==> config.mk <==
export PLATFORM = sky130hd
export DESIGN_NAME = ts_dc_symbol_inserter_flat
export DESIGN_NICKNAME = d
export VERILOG_FILES = /design/src/rtl/pcie_os_pkg.sv /design/src/rtl/ts_dc_symbol_inserter_if.sv /design/src/rtl/ts_dc_symbol_inserter_counter.sv /design/src/rtl/ts_dc_symbol_inserter.sv /design/src/flat_wrapper.sv
export SDC_FILE = /design/constraint.sdc
export NUM_CORES = 1
export LEC_CHECK = 0
export ABC_AREA = 1
export CAP_MARGIN = 20
export CORE_AREA = 2 2 55 57
export CTS_BUF_LIST = sky130_fd_sc_hd__clkbuf_8
export CTS_CLUSTER_SIZE = 24
export DETAILED_ROUTE_END_ITERATION = 8
export DIE_AREA = 0 0 57 59
export HOLD_SLACK_MARGIN = 0.02
export MAX_ROUTING_LAYER = met4
export PLACE_DENSITY = 0.77
export SLEW_MARGIN = 5
export SYNTH_ARGS = -nofsm -noshare
export SYNTH_HDL_FRONTEND = slang
export SYNTH_HIERARCHICAL = 1
export SYNTH_SLANG_ARGS = --single-unit
==> constraint.sdc <==
create_clock -name clk -period 1.55 [get_ports clk]
set_input_delay 0.155 -clock clk [delete_from_list [all_inputs] [get_ports clk]]
set_output_delay 0.155 -clock clk [all_outputs]
set_load 0.02 [all_outputs]
==> src/rtl/pcie_os_pkg.sv <==
// rtl/pcie_os_pkg.sv - ordered-set types and symbol constants shared by the TX lane stages
package pcie_os_pkg;

  localparam int OS_LEN = 16;

  localparam logic [7:0] TS1_ID   = 8'h4A;
  localparam logic [7:0] TS2_ID   = 8'h45;
  localparam logic [7:0] DCB_LOW  = 8'h20;
  localparam logic [7:0] DCB_HIGH = 8'hDF;

  typedef enum logic [1:0] {
    NON_TS = 2'b00,
    TS1    = 2'b01,
    TS2    = 2'b10
  } ts_type_e;

  typedef enum logic [1:0] {
    DCB_LOW_C  = 2'b00,
    DCB_HIGH_C = 2'b01,
    DCB_NORM_C = 2'b10
  } dcb_code_e;

  typedef enum logic [1:0] {
    IDLE    = 2'b00,
    TS_BODY = 2'b01,
    OS_BODY = 2'b10
  } os_state_e;

  // Reserved encoding 11 is folded into a plain (non-TS) ordered set.
  function automatic ts_type_e decode_ts_type(input logic [1:0] raw);
    case (raw)
      2'b01:   return TS1;
      2'b10:   return TS2;
      default: return NON_TS;
    endcase
  endfunction

endpackage

==> src/rtl/ts_dc_symbol_inserter_if.sv <==
// rtl/ts_dc_symbol_inserter_if.sv - scrambler-side, tracker-side and serializer-side signals of the inserter
interface ts_dc_symbol_inserter_if #(
  parameter int DATA_WIDTH  = 8,
  parameter int COUNT_WIDTH = 4
);
  logic [DATA_WIDTH-1:0]  sc_data_in;
  logic                   sc_valid;
  logic                   os_start;
  logic [1:0]             ts_type;
  logic [1:0]             symb_14_code;
  logic [1:0]             symb_15_code;
  logic [COUNT_WIDTH-1:0] sym_count;
  logic                   ts_flag;
  logic [DATA_WIDTH-1:0]  data_out;
  logic                   data_out_valid;
  logic                   os_done;
  logic                   os_err;

  modport master (
    output sc_data_in, sc_valid, os_start, ts_type, symb_14_code, symb_15_code,
    input  sym_count, ts_flag, data_out, data_out_valid, os_done, os_err
  );

  modport slave (
    input  sc_data_in, sc_valid, os_start, ts_type, symb_14_code, symb_15_code,
    output sym_count, ts_flag, data_out, data_out_valid, os_done, os_err
  );
endinterface

==> src/rtl/ts_dc_symbol_inserter_counter.sv <==
// rtl/ts_dc_symbol_inserter_counter.sv - ordered-set FSM and symbol index tracker
module os_symbol_counter
  import pcie_os_pkg::*;
#(
  parameter int COUNT_WIDTH = 4,
  parameter int OS_LEN_P    = 16
) (
  input  logic                   clk,
  input  logic                   rst,
  input  logic                   sc_valid,
  input  logic                   os_start,
  input  logic [1:0]             ts_type,
  output logic [COUNT_WIDTH-1:0] sym_count,
  output logic                   ts_flag,
  output logic                   os_err,
  output ts_type_e               ts_type_q,
  output logic                   sub_14,
  output logic                   sub_15,
  output logic                   last_sym
);

  localparam logic [COUNT_WIDTH-1:0] LAST_IDX = COUNT_WIDTH'(OS_LEN_P - 1);
  localparam logic [COUNT_WIDTH-1:0] IDX_14   = COUNT_WIDTH'(OS_LEN_P - 2);

  os_state_e              state;
  logic [COUNT_WIDTH-1:0] index;
  logic                   start_now;
  logic                   in_body;

  assign start_now = sc_valid && os_start;
  assign in_body   = (state != IDLE);

  // A new OS start always reports index 0, even when it abandons a running OS.
  assign sym_count = start_now ? '0 : index;
  assign ts_flag   = (state == TS_BODY) ||
                     (start_now && (decode_ts_type(ts_type) != NON_TS));

  assign sub_14   = sc_valid && !os_start && (state == TS_BODY) && (index == IDX_14);
  assign sub_15   = sc_valid && !os_start && (state == TS_BODY) && (index == LAST_IDX);
  assign last_sym = sc_valid && !os_start && in_body && (index == LAST_IDX);

  // Ordered-set state machine; only valid symbols advance it.
  always_ff @(posedge clk or negedge rst) begin
    if (!rst) begin
      state     <= IDLE;
      index     <= '0;
      ts_type_q <= NON_TS;
      os_err    <= 1'b0;
    end else begin
      os_err <= 1'b0;
      if (start_now) begin
        os_err    <= in_body;
        index     <= COUNT_WIDTH'(1);
        ts_type_q <= decode_ts_type(ts_type);
        state     <= (decode_ts_type(ts_type) != NON_TS) ? TS_BODY : OS_BODY;
      end else if (sc_valid && in_body) begin
        if (index == LAST_IDX) begin
          state <= IDLE;
          index <= '0;
        end else begin
          index <= index + 1'b1;
        end
      end
    end
  end

endmodule

==> src/rtl/ts_dc_symbol_inserter.sv <==
// rtl/ts_dc_symbol_inserter.sv - TS symbol 14/15 DC-balance substitution with registered output
module ts_dc_symbol_inserter #(
  parameter int                    DATA_WIDTH  = 8,
  parameter int                    COUNT_WIDTH = 4,
  parameter int                    OS_LEN      = pcie_os_pkg::OS_LEN,
  parameter logic [DATA_WIDTH-1:0] TS1_ID      = pcie_os_pkg::TS1_ID,
  parameter logic [DATA_WIDTH-1:0] TS2_ID      = pcie_os_pkg::TS2_ID,
  parameter logic [DATA_WIDTH-1:0] DCB_LOW     = pcie_os_pkg::DCB_LOW,
  parameter logic [DATA_WIDTH-1:0] DCB_HIGH    = pcie_os_pkg::DCB_HIGH
) (
  input logic                     clk,
  input logic                     rst,
  ts_dc_symbol_inserter_if.slave  bus
);
  import pcie_os_pkg::*;

  ts_type_e              ts_type_q;
  logic                  sub_14;
  logic                  sub_15;
  logic                  last_sym;
  logic [1:0]            dcb_code;
  logic [DATA_WIDTH-1:0] sub_sym;

  os_symbol_counter #(
    .COUNT_WIDTH (COUNT_WIDTH),
    .OS_LEN_P    (OS_LEN)
  ) u_counter (
    .clk       (clk),
    .rst       (rst),
    .sc_valid  (bus.sc_valid),
    .os_start  (bus.os_start),
    .ts_type   (bus.ts_type),
    .sym_count (bus.sym_count),
    .ts_flag   (bus.ts_flag),
    .os_err    (bus.os_err),
    .ts_type_q (ts_type_q),
    .sub_14    (sub_14),
    .sub_15    (sub_15),
    .last_sym  (last_sym)
  );

  // Pick the DC-balance symbol for TS symbol 14 or 15; normal code falls back to the TS identifier.
  always_comb begin
    dcb_code = sub_14 ? bus.symb_14_code : bus.symb_15_code;
    sub_sym  = (ts_type_q == TS2) ? TS2_ID : TS1_ID;
    case (dcb_code)
      DCB_LOW_C:  sub_sym = DCB_LOW;
      DCB_HIGH_C: sub_sym = DCB_HIGH;
      default:    sub_sym = (ts_type_q == TS2) ? TS2_ID : TS1_ID;
    endcase
  end

  // One-cycle output register toward the serializer.
  always_ff @(posedge clk or negedge rst) begin
    if (!rst) begin
      bus.data_out       <= '0;
      bus.data_out_valid <= 1'b0;
      bus.os_done        <= 1'b0;
    end else begin
      bus.data_out_valid <= bus.sc_valid;
      bus.os_done        <= last_sym;
      if (bus.sc_valid) begin
        bus.data_out <= (sub_14 || sub_15) ? sub_sym : bus.sc_data_in;
      end
    end
  end

endmodule

==> src/flat_wrapper.sv <==
// flat-port wrapper written by rule: the top's interface ports become plain ports
module ts_dc_symbol_inserter_flat import pcie_os_pkg::*;
#(
  parameter int                    DATA_WIDTH  = 8,
  parameter int                    COUNT_WIDTH = 4,
  parameter int                    OS_LEN      = pcie_os_pkg::OS_LEN,
  parameter logic [DATA_WIDTH-1:0] TS1_ID      = pcie_os_pkg::TS1_ID,
  parameter logic [DATA_WIDTH-1:0] TS2_ID      = pcie_os_pkg::TS2_ID,
  parameter logic [DATA_WIDTH-1:0] DCB_LOW     = pcie_os_pkg::DCB_LOW,
  parameter logic [DATA_WIDTH-1:0] DCB_HIGH    = pcie_os_pkg::DCB_HIGH
)
  (clk, rst, bus_sc_data_in, bus_sc_valid, bus_os_start, bus_ts_type, bus_symb_14_code, bus_symb_15_code, bus_sym_count, bus_ts_flag, bus_data_out, bus_data_out_valid, bus_os_done, bus_os_err);
  ts_dc_symbol_inserter_if #(.DATA_WIDTH(DATA_WIDTH), .COUNT_WIDTH(COUNT_WIDTH)) bus_i ();
  input logic clk;
  input logic rst;
  input wire logic [$bits(bus_i.sc_data_in)-1:0] bus_sc_data_in;
  input wire logic [$bits(bus_i.sc_valid)-1:0] bus_sc_valid;
  input wire logic [$bits(bus_i.os_start)-1:0] bus_os_start;
  input wire logic [$bits(bus_i.ts_type)-1:0] bus_ts_type;
  input wire logic [$bits(bus_i.symb_14_code)-1:0] bus_symb_14_code;
  input wire logic [$bits(bus_i.symb_15_code)-1:0] bus_symb_15_code;
  output wire logic [$bits(bus_i.sym_count)-1:0] bus_sym_count;
  output wire logic [$bits(bus_i.ts_flag)-1:0] bus_ts_flag;
  output wire logic [$bits(bus_i.data_out)-1:0] bus_data_out;
  output wire logic [$bits(bus_i.data_out_valid)-1:0] bus_data_out_valid;
  output wire logic [$bits(bus_i.os_done)-1:0] bus_os_done;
  output wire logic [$bits(bus_i.os_err)-1:0] bus_os_err;
  assign bus_i.sc_data_in = bus_sc_data_in;
  assign bus_i.sc_valid = bus_sc_valid;
  assign bus_i.os_start = bus_os_start;
  assign bus_i.ts_type = bus_ts_type;
  assign bus_i.symb_14_code = bus_symb_14_code;
  assign bus_i.symb_15_code = bus_symb_15_code;
  assign bus_sym_count = bus_i.sym_count;
  assign bus_ts_flag = bus_i.ts_flag;
  assign bus_data_out = bus_i.data_out;
  assign bus_data_out_valid = bus_i.data_out_valid;
  assign bus_os_done = bus_i.os_done;
  assign bus_os_err = bus_i.os_err;
  ts_dc_symbol_inserter #(.DATA_WIDTH(DATA_WIDTH), .COUNT_WIDTH(COUNT_WIDTH), .OS_LEN(OS_LEN), .TS1_ID(TS1_ID), .TS2_ID(TS2_ID), .DCB_LOW(DCB_LOW), .DCB_HIGH(DCB_HIGH)) u_core (.clk(clk), .rst(rst), .bus(bus_i));
endmodule
Word level (Yosys, flattened, before mapping)
Cells that the tools add are included. Widths: inputs -> output; s select.

Reductions and logical operators: 19. $add $sub $neg: 1. Mux-type cells: 15. Equal/unequal tests: 7.

Operators with widths (number): $mux 4 (5); $pmux 8 s2 (1); $mux 2 (6); $reduce_bool 2->1 (5); $logic_and 1x1->1 (9); $eq 4x4->1 const B (2); $mux 8 (1); $eq 2x1->1 const B (3); $add 4x1->4 const B (1); $eq 2x2->1 const B (2); $pmux 2 s2 (1); $logic_not 2->1 (1); $logic_or 1x1->1 (2); $reduce_and 2->1 (1); $logic_not 1->1 (1); $mux 1 (1).

Output and inout bits: 16. Input bits: 18. Register bits after elaboration: 19. Word-level logic and storage cells: 49.

Logic depth before layout (Yosys ltp)
Gate-level depths: netlist of run 1.

Depth in word-level cells: 8. Depth in mapped cells: 11. Gate-level depth less buffers: 11.

Hierarchy
The synthesis of run 1 kept the hierarchy.

Modules (own cells, without submodules): os_symbol_counter (sequential area each 225.2 um^2, times used 1, cells each 72, area each 531.8 um^2); ts_dc_symbol_inserter (sequential area each 250.2 um^2, times used 1, cells each 69, area each 528.0 um^2).

Least setup slack after synthesis of run 1
No wires, ideal clock.

Kind: register to register. From: reg u_core.u_counter.index[0]. To: reg u_core.bus.data_out[5]. Cell stages (with the launch flop): 12. Required time: 1.434 ns. Data arrival time: 1.478 ns. Path buffers: 0. Setup time: 0.116 ns. Slack: -0.045 ns. Clock period less this slack: 1.595 ns. Path through: dfrtp_1 > inv_1 > ha_1 > nand3_1 > nor2_1 > inv_2 > nand2_1 > nand2_2 > nand2_2 > nand2_1 > nand2_1 > nand2_1.

Word-level cells in the longest chain between the ends: 6. Elaborated cells on any way between the ends: 10. Classes of those cells: eq/ne (3); mux (3); reduce/logical (4).

Ends and longest elaborated chain: start: declaration (RTL line ts_dc_symbol_inserter_counter.sv:26) `logic [COUNT_WIDTH-1:0] index;`; start signal: assignment (RTL line ts_dc_symbol_inserter_counter.sv:61) `index <= index + 1'b1;`; $eq 4x4->1 (*) (RTL line ts_dc_symbol_inserter_counter.sv:38) `assign sub_14 = sc_valid && !os_start && (state == TS_BODY) && (index == IDX_14);`; $logic_and 1x1->1 (*) (RTL line ts_dc_symbol_inserter_counter.sv:38); net u_core.sub_14 (RTL line ts_dc_symbol_inserter.sv:18) `logic sub_14;`; $mux 2 (RTL line ts_dc_symbol_inserter.sv:44) `dcb_code = sub_14 ? bus.symb_14_code : bus.symb_15_code;`; $eq 2x1->1 or $logic_not 2->1 (tied branches) (RTL line ts_dc_symbol_inserter.sv:46) `case (dcb_code)`; $pmux 8 s2 (RTL line ts_dc_symbol_inserter.sv:46); $mux 8 (*) (RTL line ts_dc_symbol_inserter.sv:63) `bus.data_out <= (sub_14 || sub_15) ? sub_sym : bus.sc_data_in;`; end signal: assignment (RTL line ts_dc_symbol_inserter.sv:63); end: declaration (RTL line ts_dc_symbol_inserter_if.sv:26) `output sym_count, ts_flag, data_out, data_out_valid, os_done, os_err`.

The timed path passes the listed nets; every way through them passes the cells marked *. A chain may end at the register's enable or synchronous reset.

Final worst setup path of run 1
From: reg u_core.u_counter.index[0]. To: reg u_core.bus.data_out[1].

Same word-level chain as after synthesis.

==> metrics.txt, run 1 <==
Max VDD drop 588 uV; # rows 19; final hold violations 0; Slew @ Worst Pin 254 ps; RSZ-0062 raised after global routing yes; register bit count reported by yosys 19; Syn Inst Count 141; Die X 57 um; Routed Antenna Nets 0; Hold Buf Count CTS 0; nets 215; status complete, no violations; EDFF count, synth 0; cell with the most instances after synthesis nand2_1; post-DP HPWL 1.89 mm; global-route wire length before repair 4.40 mm; Ys Warns 6; CP startpoint u_core/u_counter/index[0]; post-DR vias/cell 4.72; Die ar. 0.00336 mm^2; Syn Area/Cell 7.52 um^2; Multi-input gate area 583 um^2; register area 475 um^2; placed standard-cell area 0.00153 mm^2; Worst-path clk slew 70 ps; WL final 2.49 mm; vias in the first global route 1,078; Sequential Power Share 42.6%; H-tree lvl count 1; max cap viols 0; RePlAce Congestion 0.799; P_sw 0.447 mW; crit path to u_core/bus.data_out[1]; TritonCTS clock tree built; GRT Resource Usage Total 17.0%; Tcrit/Tclk final 98.0%; synth top area cells dfrtp_1 (45%), nand2_1 (14%), nor2_1 (6.7%); diode count 0; synthesis-to-finish area growth 56.7%; Starting Density 39.1%; cell count of the worst reg-to-reg path 10; CP Max Fanout 6; post-synth top area share 44.9%; Fill cells 251; TritonCTS buffer count 3; Final Critical Period 1520 ps; cell internal pwr 0.975 mW; crit end category flop; Sw Ratio 31.4%; FF-to-FF Start u_core/u_counter/index[0]; post-synthesis net count 163; I/O Buffers 33; Worst EP arrival 1700 ps; buffer depth of the longest clock path 2; Synth area leader dfrtp_1; register area share after synthesis 44.9%; Pleak 0.814 nW; share of cells above drive strength 1 27.6%; core area 0.00271 mm^2; Post-Syn Area 0.00106 mm^2; worst slack, placed -531 ps; capturing point of the worst reg2reg path u_core/bus.data_out[1]; Synth top cells by count nand2_1 (39), dfrtp_1 (19), nor2_1 (19); Yosys cell types 20; Design Power 1.42 mW; fin area 0.00166 mm^2; clk root buf clkbuf_8; post-route setup slack 31.0 ps; clk_skew 5.72 ps; Max-slew headroom 83.1%; Routed wire per std cell 11.2 um; most common flop cell mapped by yosys dfrtp_1; Die Span Y 59 um; clock network power share 23.0%; initial drt markers 22; # setup viols final 0; HP Class input port to asynchronous set/reset pin; clock latency on the worst-skew pair 250 ps; startpoint types flop; Pins Over Slew Limit 0; fmax 658 MHz; Worst Path Required 1730 ps; Logic pwr share 34.4%; CP Class flop to flop; initial antenna violation count 0; PwrDens 856 mW/mm^2; Pre-antenna DRT Iters 4; Num Clock Sinks 19; Worst R2R Setup Slack 30 ps; via count 1,053; ys async rst share 100%; DRC viols 0; largest net degree at the start of global routing 20; GR Overflow Total 0; IO Pins 34
==> worst max-delay path, stage by stage, from the launching register on <==
cell	delay, ps
dfrtp_1	400
inv_2	60
ha_2	170
nand3_2	80
nor2_4	210
inv_2	80
nand2_2	80
nand2_4	60
nand2_2	80
nand3_2	100
a21oi_2	130
==> cell type report <==
| cell class | instances | share of cell area, % |
|---|---|---|
| Timing Repair Buffer | 48 | 26.5 |
| Tap cell | 31 | 2.34 |
| Inverter | 20 | 4.67 |
| Multi-Input combinational cell | 101 | 35.1 |
| Sequential cell | 19 | 28.6 |
| Clock inverter | 1 | 0.226 |
| Clock buffer | 3 | 2.49 |
==> flip-flops by register name, summed over array words and instances (netlist names) <==
name                        count
u_core/bus.data_out             8
u_core/bus.data_out_valid       1
u_core/bus.os_done              1
u_core/u_counter/index          4
u_core/u_counter/os_err         1
u_core/u_counter/state          2
u_core/u_counter/ts_type_q      2
==> how the worst min path moves through the flow <==
stage,start,endpoint,slack (ps),cells past startpoint
2_1_floorplan,rst,u_core/bus.data_out[0],-140,0
3_3_place_gp,u_core/u_counter/ts_type_q[1],u_core/u_counter/ts_type_q[1],470,2
3_5_place_dp,u_core/u_counter/ts_type_q[1],u_core/u_counter/ts_type_q[1],480,2
4_1_cts,rst,u_core/bus.data_out[5],250,2
5_1_grt,rst,u_core/bus.data_out[6],240,2
6_report,rst,u_core/bus.data_out[5],240,2
==> logic make-up after synthesis <==
family | share of synthesized area (%)
AND/OR/NAND/NOR | 33.4
buffers and inverters | 7.79
flip-flops | 44.9
AO/OA/AOI/OAI | 9.21
adder cells (fa/ha/maj) | 4.72
==> metrics by stage <==
| stage | TNS [ps] | hold WS, ps | utilization (%) | std cells |
|---|---|---|---|---|
| after detailed placement | -2250 | 477 | 56.5 | 218 |
| final | 0 | 243 | 61.3 | 223 |
| after CTS | 0 | 247 | 59.5 | 223 |
| after global routing | -457 | 245 | 61.3 | 223 |
| after global placement | -1860 | 466 | 56.5 | 218 |
| after floorplan | 0 | -141 | - | 141 |
==> routing by layer <==
layer	vias to the layer above	part of all wire, %	global-route usage (%)
li1	542	-	-
met1	479	42	18.4
met2	32	52	31.4
met3	0	6.0	3.71
met4	0	0	4.98
met5	-	0	-
==> layout by cell type (no fill, tap or decap), drive strengths merged, types with 4 or more instances in the layout <==
master         count
a21oi             12
buf               16
clkdlybuf4s50     26
dfrtp             19
dlygate4sd2        4
ha                 4
inv               21
nand2             42
nand3             12
nor2              20
o21ai              6
or2                4
==> repair_timing <==
| item | in CTS | in global routing |
|---|---|---|
| setup buffers | 2 | 0 |
| endpoints found under the setup margin | 9 | 13 |
| pin swaps | 5 | 4 |
| resized for setup | 17 | 17 |
==> power groups by stage <==
stage | combinational, mW | clock [mW] | sequential [mW]
3_5_place_dp | 0.467 | 0 | 0.615
6_report | 0.489 | 0.327 | 0.606
4_1_cts | 0.482 | 0.339 | 0.602
5_1_grt | 0.538 | 0.363 | 0.614
2_1_floorplan | 0.192 | 0 | 0.639
3_3_place_gp | 0.456 | 0 | 0.610
Power figures use the tool's default switching activity.
==> inputs of run 2 (changes only) <==
--- a/config.mk
+++ b/config.mk
@@ -9,3 +9,3 @@
 export CAP_MARGIN = 20
-export CORE_AREA = 2 2 55 57
+export CORE_AREA = 2 2 53 55
 export CTS_BUF_LIST = sky130_fd_sc_hd__clkbuf_8
@@ -13,6 +13,6 @@
 export DETAILED_ROUTE_END_ITERATION = 8
-export DIE_AREA = 0 0 57 59
+export DIE_AREA = 0 0 55 57
 export HOLD_SLACK_MARGIN = 0.02
 export MAX_ROUTING_LAYER = met4
-export PLACE_DENSITY = 0.77
+export PLACE_DENSITY = 0.82
 export SLEW_MARGIN = 5
--- a/constraint.sdc
+++ b/constraint.sdc
@@ -3,2 +3,2 @@
 set_output_delay 0.155 -clock clk [all_outputs]
-set_load 0.02 [all_outputs]
+set_load 0.05 [all_outputs]
==> run 2 against run 1 <==
  * Via count is 8.2% higher
  * Non-clock buffer count is 4 higher
  * Die area is 6.8% lower
  * Fmax is 3.6% lower
  * Register-to-register slack worse by 60 ps
  * The flow now finishes with violations (setup timing)
==> metrics.txt, run 2 (synthesis gave the netlist of run 1 again) <==
status finished with violations; failing checks setup timing; Die Span Y 57 um (-3.4%); Routed Antenna Nets 0 (unchanged); Sw Ratio 37.4% (+5.9 points); Post-Layout Cell Count 227 (+1.8%); CP Max Fanout 3 (-3); core area 0.00262 mm^2 (-3.5%); I/O Buffers 33 (unchanged); TritonCTS buffer count 3 (unchanged); Pre-antenna DRT Iters 4 (unchanged); Worst Hold Slack 240 ps (-3.65 ps); RSZ-0062 raised after global routing yes; RePlAce Congestion 0.786 (-1.6%); P_sw 0.632 mW (+41%); initial drt markers 29 (+32%); Max VDD drop 939 uV (+60%); fmax 635 MHz (-3.6%); clk_skew 1.04 ps (-4.68 ps); GR Overflow Total 0 (unchanged); initial antenna violation count 0 (unchanged); Die X 55 um (-3.5%); # rows 19 (unchanged); HP Class input port to asynchronous set/reset pin; crit end category flop; final hold violations 0 (unchanged); share of cells above drive strength 1 39.8% (+12 points); Slew @ Worst Pin 297 ps (+42.7 ps); Pleak 0.865 nW (+6.2%); clock network power share 20.8% (-2.2 points); # setup viols final 5 (+5); most common cell after layout, fill and taps aside nand2_1; post-DR vias/cell 5.02 (+6.3%); buffer depth of the longest clock path 2 (unchanged); Worst R2R Setup Slack -30 ps (-60 ps); Setup TNS Final -61.5 ps (-61.5 ps); vias in the first global route 1,067 (-1.0%); Biggest register u_core/bus.data_out; post-route setup slack -25.2 ps (-56.2 ps); Routed wire per std cell 14.3 um (+28%); CP Class flop to flop; Die ar. 0.00314 mm^2 (-6.8%); IO Pins 34 (unchanged); startpoint types flop; global-route wire length before repair 4.53 mm (+3.1%); TritonCTS clock tree built; dpl cells 220 (+0.92%); Sequential Power Share 35.9% (-6.7 points); FF-to-FF Start u_core/u_counter/index[0]; cell internal pwr 1.06 mW (+8.6%); Worst-path clk slew 70 ps (about the same); cell count of the worst reg-to-reg path 10 (unchanged); max reg flops 8 (unchanged); diode count 0 (unchanged); Pins Over Slew Limit 0 (unchanged); via count 1,139 (+8.2%); Worst Path Required 1710 ps (-20 ps); Tcrit/Tclk final 102% (+3.6 points); crit path to u_core/bus.data_out[0]; max cap viols 0 (unchanged); largest net degree at the start of global routing 20 (unchanged); WL final 3.24 mm (+30%); DRC viols 0 (unchanged); Final Critical Period 1580 ps (+56.2 ps); most frequent cells in the layout nand2_1 (30), buf_4 (26), dfrtp_1 (19); Worst EP arrival 1730 ps (+30 ps); GRT Resource Usage Total 20.8% (+3.8 points); CP startpoint u_core/u_counter/index[0]; clk root buf clkbuf_8; clock latency on the worst-skew pair 260 ps (about the same); final core utilization 68.2% (+7.0 points); Max-slew headroom 80.2% (-2.8 points); Hold Buf Count CTS 0 (unchanged); capturing point of the worst reg2reg path u_core/bus.data_out[0]; biggest regs u_core/bus.data_out: 8 flops, u_core/u_counter/index: 4 flops; H-tree lvl count 1 (unchanged); post-DP HPWL 2.15 mm (+14%); PwrDens 947 mW/mm^2 (+11%); Logic pwr share 43.3% (+8.9 points); nets 219 (+1.9%); Starting Density 40.5% (+1.4 points); synthesis-to-finish area growth 68.4%; Num Clock Sinks 19 (unchanged)
-- run 2: critical path, cell delays in order, from the launching register on --
cell and delay, ps:
dfrtp_1 370, buf_4 130, ha_2 200, nand3_2 110, nor2_4 160, nor2_4 70, buf_4 140, a21oi_2 100
nand3_1 80, nand2_1 90, inv_1 40
-- run 2: repair_timing --
action | CTS | global route
pin swaps | 2 | 14
gates resized for setup | 9 | 31
setup endpoints to repair | 7 | 9
buffers inserted | 1 | 2
-- run 2: metrics by stage --
step	power [mW]	area [um^2]	setup slack (ps)
4_1_cts	1.65	1650	1.17
6_report	1.69	1780	-25.2
3_3_place_gp	1.23	1570	-114
3_5_place_dp	1.26	1570	-167
2_1_floorplan	0.937	1060	53.3
5_1_grt	1.77	1780	-108
-- run 2: worst min-delay path by stage --
stage	start	to	slack, ps	depth (start not counted)
finish	rst	u_core/bus.data_out[6]	240	2
global route	rst	u_core/bus.data_out[7]	270	2
CTS	rst	u_core/bus.data_out[7]	250	2
detailed placement	u_core/u_counter/ts_type_q[0]	u_core/u_counter/ts_type_q[0]	470	2
global placement	u_core/u_counter/ts_type_q[1]	u_core/u_counter/ts_type_q[1]	460	2
floorplan	rst	u_core/bus.data_out[0]	-140	0
-- run 2: power groups by stage --
stage	registers [mW]	logic (mW)	clock network, mW
6_report	0.607	0.732	0.351
4_1_cts	0.603	0.686	0.363
3_3_place_gp	0.602	0.624	0
5_1_grt	0.612	0.786	0.376
2_1_floorplan	0.692	0.245	0
3_5_place_dp	0.608	0.649	0
-- run 2: cell type report --
class,instances,area (um^2)
Inverter,20,80.1
Multi-Input combinational cell,101,633
Sequential cell,19,475
Tap cell,31,38.8
Clock inverter,1,5.00
Timing Repair Buffer,52,510
Fill cell,214,831
Clock buffer,3,41.3
-- run 2: routing by layer --
layer  up-vias  global-route usage, %  part of all wire, %
met5         -                      -                    0
met4         0                   11.1                  2.3
met3         6                   3.40                  6.8
met2        45                   34.9                   54
met1       538                   22.6                   37
li1        550                      -                    -
